`src/rtl/alu_pkg.sv`:
```
// -----------------------------------------------------------------------------
// alu_pkg
// Shared definitions for the bit-serial add/subtract sequencer.
//   state_t : sequencer states (IDLE, RUN, DONE)
//   OP_ADD  : op encoding for a + b + cin
//   OP_SUB  : op encoding for a - b
// No ports (package).
// -----------------------------------------------------------------------------
package alu_pkg;

  typedef enum logic [1:0] {
    IDLE = 2'd0,
    RUN  = 2'd1,
    DONE = 2'd2
  } state_t;

  localparam logic OP_ADD = 1'b0;
  localparam logic OP_SUB = 1'b1;

endpackage : alu_pkg

```
`src/rtl/serial_add_ctrl_if.sv`:
```
// -----------------------------------------------------------------------------
// serial_add_ctrl_if
// Request/response bundle between the ALU decoder and the serial adder.
//   master : drives start/op/a/b/cin, observes busy/done/result/cout/ovf
//   slave  : the sequencer side (opposite directions)
// Parameter WIDTH : operand/result width in bits.
// -----------------------------------------------------------------------------
interface serial_add_ctrl_if #(
  parameter int WIDTH = 8
);

  logic             start;
  logic             op;
  logic [WIDTH-1:0] a;
  logic [WIDTH-1:0] b;
  logic             cin;
  logic             busy;
  logic             done;
  logic [WIDTH-1:0] result;
  logic             cout;
  logic             ovf;

  modport master (
    output start, op, a, b, cin,
    input  busy, done, result, cout, ovf
  );

  modport slave (
    input  start, op, a, b, cin,
    output busy, done, result, cout, ovf
  );

endinterface : serial_add_ctrl_if

```
`src/rtl/fa.sv`:
```
// -----------------------------------------------------------------------------
// fa
// 1-bit full adder.
//   a, b : addend bits
//   c    : carry in
//   s    : sum bit
//   co   : carry out
// -----------------------------------------------------------------------------
module fa (
  input  logic a,
  input  logic b,
  input  logic c,
  output logic s,
  output logic co
);

  assign s  = a ^ b ^ c;
  assign co = (a & b) | (a & c) | (b & c);

endmodule : fa

```
`src/rtl/serial_add_ctrl.sv`:
```
// -----------------------------------------------------------------------------
// serial_add_ctrl
// Bit-serial add/subtract sequencer driving one full adder LSB first over
// WIDTH cycles, with a start/busy/done handshake.
//   clk    : rising-edge clock
//   rst_n  : synchronous active-low reset
//   bus    : serial_add_ctrl_if.slave (start/op/a/b/cin in,
//            busy/done/result/cout/ovf out)
// Parameter WIDTH (2..32) : operand/result width.
// Optional build macro ALU_SAT_EN : saturate result on signed overflow
// (ovf and cout still report the raw values).
// -----------------------------------------------------------------------------
module serial_add_ctrl
  import alu_pkg::*;
#(
  parameter int WIDTH = 8
) (
  input  logic            clk,
  input  logic            rst_n,
  serial_add_ctrl_if.slave bus
);

  localparam int CW = $clog2(WIDTH) + 1;

  state_t           state;
  state_t           next_state;
  logic [CW-1:0]    cnt;
  logic [WIDTH-1:0] a_sh;
  logic [WIDTH-1:0] b_sh;
  logic [WIDTH-1:0] res_sh;
  logic             carry;
  logic             fa_s;
  logic             fa_co;
  logic             accept;
  logic             last_bit;
  logic [WIDTH-1:0] final_sum;

  fa u_fa (
    .a  (a_sh[0]),
    .b  (b_sh[0]),
    .c  (carry),
    .s  (fa_s),
    .co (fa_co)
  );

  // Sum of the bit being processed completes the shifted result.
  assign final_sum = {fa_s, res_sh[WIDTH-1:1]};

  // Next-state decode, start acceptance and last-bit detection.
  always_comb begin
    next_state = state;
    accept     = 1'b0;
    last_bit   = 1'b0;
    case (state)
      IDLE, DONE: begin
        if (bus.start) begin
          next_state = RUN;
          accept     = 1'b1;
        end else begin
          next_state = IDLE;
        end
      end
      RUN: begin
        if (cnt == CW'(WIDTH - 1)) begin
          next_state = DONE;
          last_bit   = 1'b1;
        end else begin
          next_state = RUN;
        end
      end
      default: next_state = IDLE;
    endcase
  end

  // State register.
  always_ff @(posedge clk) begin
    if (!rst_n) begin
      state <= IDLE;
    end else begin
      state <= next_state;
    end
  end

  // Operand shift registers, carry flop and bit counter.
  // Subtract is a + ~b + 1, so b is inverted and the carry preset on load.
  always_ff @(posedge clk) begin
    if (!rst_n) begin
      a_sh   <= {WIDTH{1'b0}};
      b_sh   <= {WIDTH{1'b0}};
      res_sh <= {WIDTH{1'b0}};
      carry  <= 1'b0;
      cnt    <= {CW{1'b0}};
    end else if (accept) begin
      a_sh   <= bus.a;
      b_sh   <= (bus.op == OP_SUB) ? ~bus.b : bus.b;
      carry  <= (bus.op == OP_SUB) ? 1'b1 : bus.cin;
      cnt    <= {CW{1'b0}};
    end else if (state == RUN) begin
      a_sh   <= {1'b0, a_sh[WIDTH-1:1]};
      b_sh   <= {1'b0, b_sh[WIDTH-1:1]};
      res_sh <= final_sum;
      carry  <= fa_co;
      cnt    <= cnt + CW'(1);
    end
  end

  // Handshake flags and the held result/flags of the last completed op.
  // On the last bit 'carry' is the carry into the MSB, so ovf = carry ^ co.
  always_ff @(posedge clk) begin
    if (!rst_n) begin
      bus.busy   <= 1'b0;
      bus.done   <= 1'b0;
      bus.result <= {WIDTH{1'b0}};
      bus.cout   <= 1'b0;
      bus.ovf    <= 1'b0;
    end else begin
      bus.busy <= (next_state == RUN);
      bus.done <= (next_state == DONE);
      if (last_bit) begin
        bus.cout <= fa_co;
        bus.ovf  <= carry ^ fa_co;
`ifdef ALU_SAT_EN
        // a_sh[0] holds the original MSB of a on the last bit.
        if (carry ^ fa_co) begin
          bus.result <= a_sh[0] ? {1'b1, {(WIDTH-1){1'b0}}}
                                : {1'b0, {(WIDTH-1){1'b1}}};
        end else begin
          bus.result <= final_sum;
        end
`else
        bus.result <= final_sum;
`endif
      end
    end
  end

endmodule : serial_add_ctrl

```
`src/flat_wrapper.sv`:
```
// flat-port wrapper written by rule: the top's interface ports become plain ports
module serial_add_ctrl_flat import alu_pkg::*;
#(
  parameter int WIDTH = 8
)
  (clk, rst_n, bus_start, bus_op, bus_a, bus_b, bus_cin, bus_busy, bus_done, bus_result, bus_cout, bus_ovf);
  serial_add_ctrl_if #(.WIDTH(WIDTH)) bus_i ();
  input  logic clk;
  input  logic rst_n;
  input wire logic [$bits(bus_i.start)-1:0] bus_start;
  input wire logic [$bits(bus_i.op)-1:0] bus_op;
  input wire logic [$bits(bus_i.a)-1:0] bus_a;
  input wire logic [$bits(bus_i.b)-1:0] bus_b;
  input wire logic [$bits(bus_i.cin)-1:0] bus_cin;
  output wire logic [$bits(bus_i.busy)-1:0] bus_busy;
  output wire logic [$bits(bus_i.done)-1:0] bus_done;
  output wire logic [$bits(bus_i.result)-1:0] bus_result;
  output wire logic [$bits(bus_i.cout)-1:0] bus_cout;
  output wire logic [$bits(bus_i.ovf)-1:0] bus_ovf;
  assign bus_i.start = bus_start;
  assign bus_i.op = bus_op;
  assign bus_i.a = bus_a;
  assign bus_i.b = bus_b;
  assign bus_i.cin = bus_cin;
  assign bus_busy = bus_i.busy;
  assign bus_done = bus_i.done;
  assign bus_result = bus_i.result;
  assign bus_cout = bus_i.cout;
  assign bus_ovf = bus_i.ovf;
  serial_add_ctrl #(.WIDTH(WIDTH)) u_core (.clk(clk), .rst_n(rst_n), .bus(bus_i));
endmodule
```
`config.mk`:
```
export PLATFORM = sky130hd
export DESIGN_NAME = serial_add_ctrl_flat
export DESIGN_NICKNAME = d
export VERILOG_FILES = /design/src/rtl/alu_pkg.sv /design/src/rtl/serial_add_ctrl_if.sv /design/src/rtl/fa.sv /design/src/rtl/serial_add_ctrl.sv /design/src/flat_wrapper.sv
export SDC_FILE = /design/constraint.sdc
export NUM_CORES = 1
export LEC_CHECK = 0
export ABC_AREA = 1
export BUFFER_PORTS_ARGS = -buffer_cell sky130_fd_sc_hd__buf_4
export CORE_ASPECT_RATIO = 1.1
export CORE_UTILIZATION = 30
export CTS_CLUSTER_SIZE = 30
export DETAILED_ROUTE_END_ITERATION = 8
export PLACE_DENSITY_LB_ADDON = 0.1
export SLEW_MARGIN = 20
export SYNTH_ARGS = -nofsm -noshare
export SYNTH_HDL_FRONTEND = slang
export SYNTH_SLANG_ARGS = --single-unit
```
`constraint.sdc`:
```
create_clock -name clk -period 1.3 [get_ports clk]
set_clock_uncertainty 0.1 [all_clocks]
set_input_delay 0.26 -clock clk [delete_from_list [all_inputs] [get_ports clk]]
set_output_delay 0.26 -clock clk [all_outputs]
set_load 0.02 [all_outputs]
```
==> impl_metrics.tcl <==
set metrics [dict create \
    die_y_um 85.6 \
    htree_levels 2 \
    synth_top_area_cell "dfxtp_1" \
    fp.dieW_um 78.0 \
    ys_ff_latch 42 \
    powerDensity_nw_per_um2 1210 \
    path_max_fanout 2 \
    maxCapViolCount 0 \
    via_per_inst 4.36 \
    slew_violations 0 \
    grt_usage_pct 14.4 \
    antenna_found_initial 0 \
    io_pins 33 \
    cp_slowest_cell "fa_2" \
    core-area_um2 6160 \
    place_hpwl_um 3030 \
    critPathArrivalTime_ps 1400 \
    vias 1739 \
    yosysTopAreaCellShare_pct 44.1 \
    hold_class "input pin to flip-flop" \
    r2r_cells 3 \
    drt_iter0_drc 43 \
    cts_tree "built" \
    route.detailed.drc 0 \
    post-synth-top-count-cell "nand2_1" \
    cts-root-buf "clkbuf_8" \
    relSlewSlack_pct 84.2 \
    gp_routability_congestion 0.728 \
    rsz0062_at_grt "true" \
    path_cells "fa_2, o21ai_0, a21oi_1" \
    r2r_start "u_core.a_sh[0]" \
    cts_buffers 5 \
    finalCritPeriodShare_pct 96.6 \
    holdBufCountCts 0 \
    p_leak_nw 1.25 \
    synth_cell_types 22 \
    drive_above_1_share_pct 27.9 \
    clk-insertion-delay-late_ps 300 \
    grt_pass1_vias 1632 \
    first_pass_iters 4 \
    critical_path_required_ps 1440 \
    synth-adder-area-share_pct 1.71 \
    synthXorXnorAreaFrac_pct 1.38 \
    place.port_buffers 32 \
    synth-main-ff-cell "dfxtp_1" \
    setup_viol 0 \
    synth-edff-count 0 \
    seq_area_frac_synth_pct 44.1 \
    start_util_pct 31.0 \
    outcome "completed" \
    fp.dieArea_um2 6680 \
    cp-startpoint "u_core.a_sh[0]" \
    overflow 0 \
    critPathCaptureType "flip-flop" \
    syn_nets 288 \
    synth_top_family_by_area "simple AND/OR/NAND/NOR gates" \
    synth_common_cells "nand2_1, dfxtp_1, inv_1" \
    grt_pass1_wl_um 7440 \
    clkSinkCount 42 \
    ir_drop_v 0.000429 \
    r2r_end "u_core.res_sh[7]" \
    grt_max_degree 21 \
    diodes 0 \
    startpoint_type "flip-flop" \
    netlist_top_cells_area "dfxtp_1, nand2_1, inv_1" \
    tightest_slew_ps 237 \
    critical-path-max-stage-delay_ps 570 \
    synth_area_um2 1910 \
    min_period_ps 1260 \
    final_cell_area_um2 2580 \
    syn_avg_cell_area_um2 7.20 \
    crit_type "flip-flop to flip-flop" \
    syn2layout_area_growth_pct 35.3 \
    nets 341 \
    ys_warn_count 0 \
    ant_nets 0 \
    fin_tns_setup_ps 0 \
    cts_buffer_depth 2 \
    num_rows 30 \
    clk_pin_slew_ps 90 \
    worstSetupEndpoint "u_core.res_sh[7]" \
    wirelength_um 4350 \
    post_drt_wl_per_cell_um 10.9 \
    synth_compound_area_share_pct 12.7 \
    synthMuxAreaShare_pct 0 \
    max_freq_ghz 0.796 \
    async_flop_share_pct 0 \
    place_area_um2 2310 \
    hold_violations 0 \
    rrSetupSlack_ps 40 \
    synth_simple_gate_area_share_pct 27.3 \
    synth_cells 265 \
]
-- worst min path at each step --
stage	startpoint	end	slack, ps	depth (start not counted)
floorplan	bus_a[7]	u_core.a_sh[7]	310	2
global placement	u_core.a_sh[5]	u_core.a_sh[5]	350	2
detailed placement	u_core.b_sh[7]	u_core.b_sh[7]	350	2
CTS	bus_a[7]	u_core.a_sh[7]	120	3
global route	bus_a[7]	u_core.a_sh[7]	120	3
finish	bus_a[7]	u_core.a_sh[7]	120	3
-- cell usage in the layout (no fill, tap or decap) --
| cell type | n |
|---|---|
| nand2_1 | 56 |
| buf_4 | 54 |
| dfxtp_1 | 36 |
| inv_1 | 35 |
| nor2_1 | 28 |
| o21ai_0 | 23 |
| nand3_1 | 21 |
| a21oi_1 | 18 |
| nand2_4 | 6 |
| dfxtp_2 | 6 |
| clkbuf_8 | 5 |
| o21ai_1 | 4 |
| nor3_1 | 4 |
| nor2_4 | 3 |
| xor2_1 | 3 |
| inv_2 | 2 |
| o21ai_2 | 2 |
| bufinv_16 | 2 |
| nand2_8 | 1 |
| clkinvlp_4 | 1 |
| clkinv_1 | 1 |
| nand2_2 | 1 |
| a211oi_1 | 1 |
| fa_2 | 1 |
| ha_4 | 1 |
| clkinv_4 | 1 |
| buf_12 | 1 |
| buf_6 | 1 |
| buf_8 | 1 |
-- layout make-up --
class | count | area (µm²)
multi-input cells | 173 | 892
well taps | 80 | 100
clock buffers | 5 | 68.8
repair buffers | 57 | 452
fillers | 664 | 3580
inverters | 39 | 150
flip-flops and latches | 42 | 848
clock inverters | 3 | 68.8
-- sequential cells by signal (all words and copies together) (netlist names) --
signal,cells
u_core.bus.done,1
u_core.bus.ovf,1
u_core.carry,1
u_core.bus.cout,1
u_core.a_sh,8
u_core.state,2
u_core.bus.busy,1
u_core.bus.result,8
u_core.res_sh,7
u_core.cnt,4
u_core.b_sh,8
-- critical path, delay by kind of cell (launching register included) --
family	cells	cell delay (ps)
compound gates	2	180
fa+ha+maj	1	570
flops	1	340
-- report_power, final --
group	internal, mW	switching, mW
Sequential	1.36	0.0430
Combinational	0.214	0.250
Clock	0.770	0.479
Total	2.35	0.772
-- per-stage QoR --
stage          cells  hold WS [ps]  worst slack, ps  utilization, %  power [mW]
2_1_floorplan    265           308             52.6               -        1.71
3_3_place_gp     385           352            -59.2            37.6        1.86
3_5_place_dp     385           354            -55.5            37.6        1.86
4_1_cts          394           115             1.17            40.0        3.12
5_1_grt          399           121            -13.0            41.9        3.28
6_report         399           117             43.6            41.9        3.12
-- metal layers --
| metal | global-route usage (%) | wire, µm |
|---|---|---|
| met5 | 0 | 0 |
| met4 | 5.89 | 68 |
| met3 | 3.72 | 174 |
| met2 | 23.8 | 2100 |
| met1 | 17.8 | 2000 |
-- cells by family (layout without fill, tap and decap cells) --
| family | after synthesis | after routing |
|---|---|---|
| xor gates and xnor gates | 3 | 3 |
| and+or+nand+nor | 119 | 120 |
| adders and majority gates | 2 | 2 |
| AOI/OAI and AO/OA | 48 | 48 |
| buffers and inverters | 51 | 104 |
| DFF | 42 | 42 |
-- timing repair --
| action | CTS | global route |
|---|---|---|
| pin swaps | 1 | 5 |
| gates cloned | 1 | 0 |
| setup endpoints to repair | 19 | 28 |
| gates resized for setup | 5 | 24 |
| setup buffers | 0 | 5 |
No activity file was read; power rests on OpenSTA's default activity.
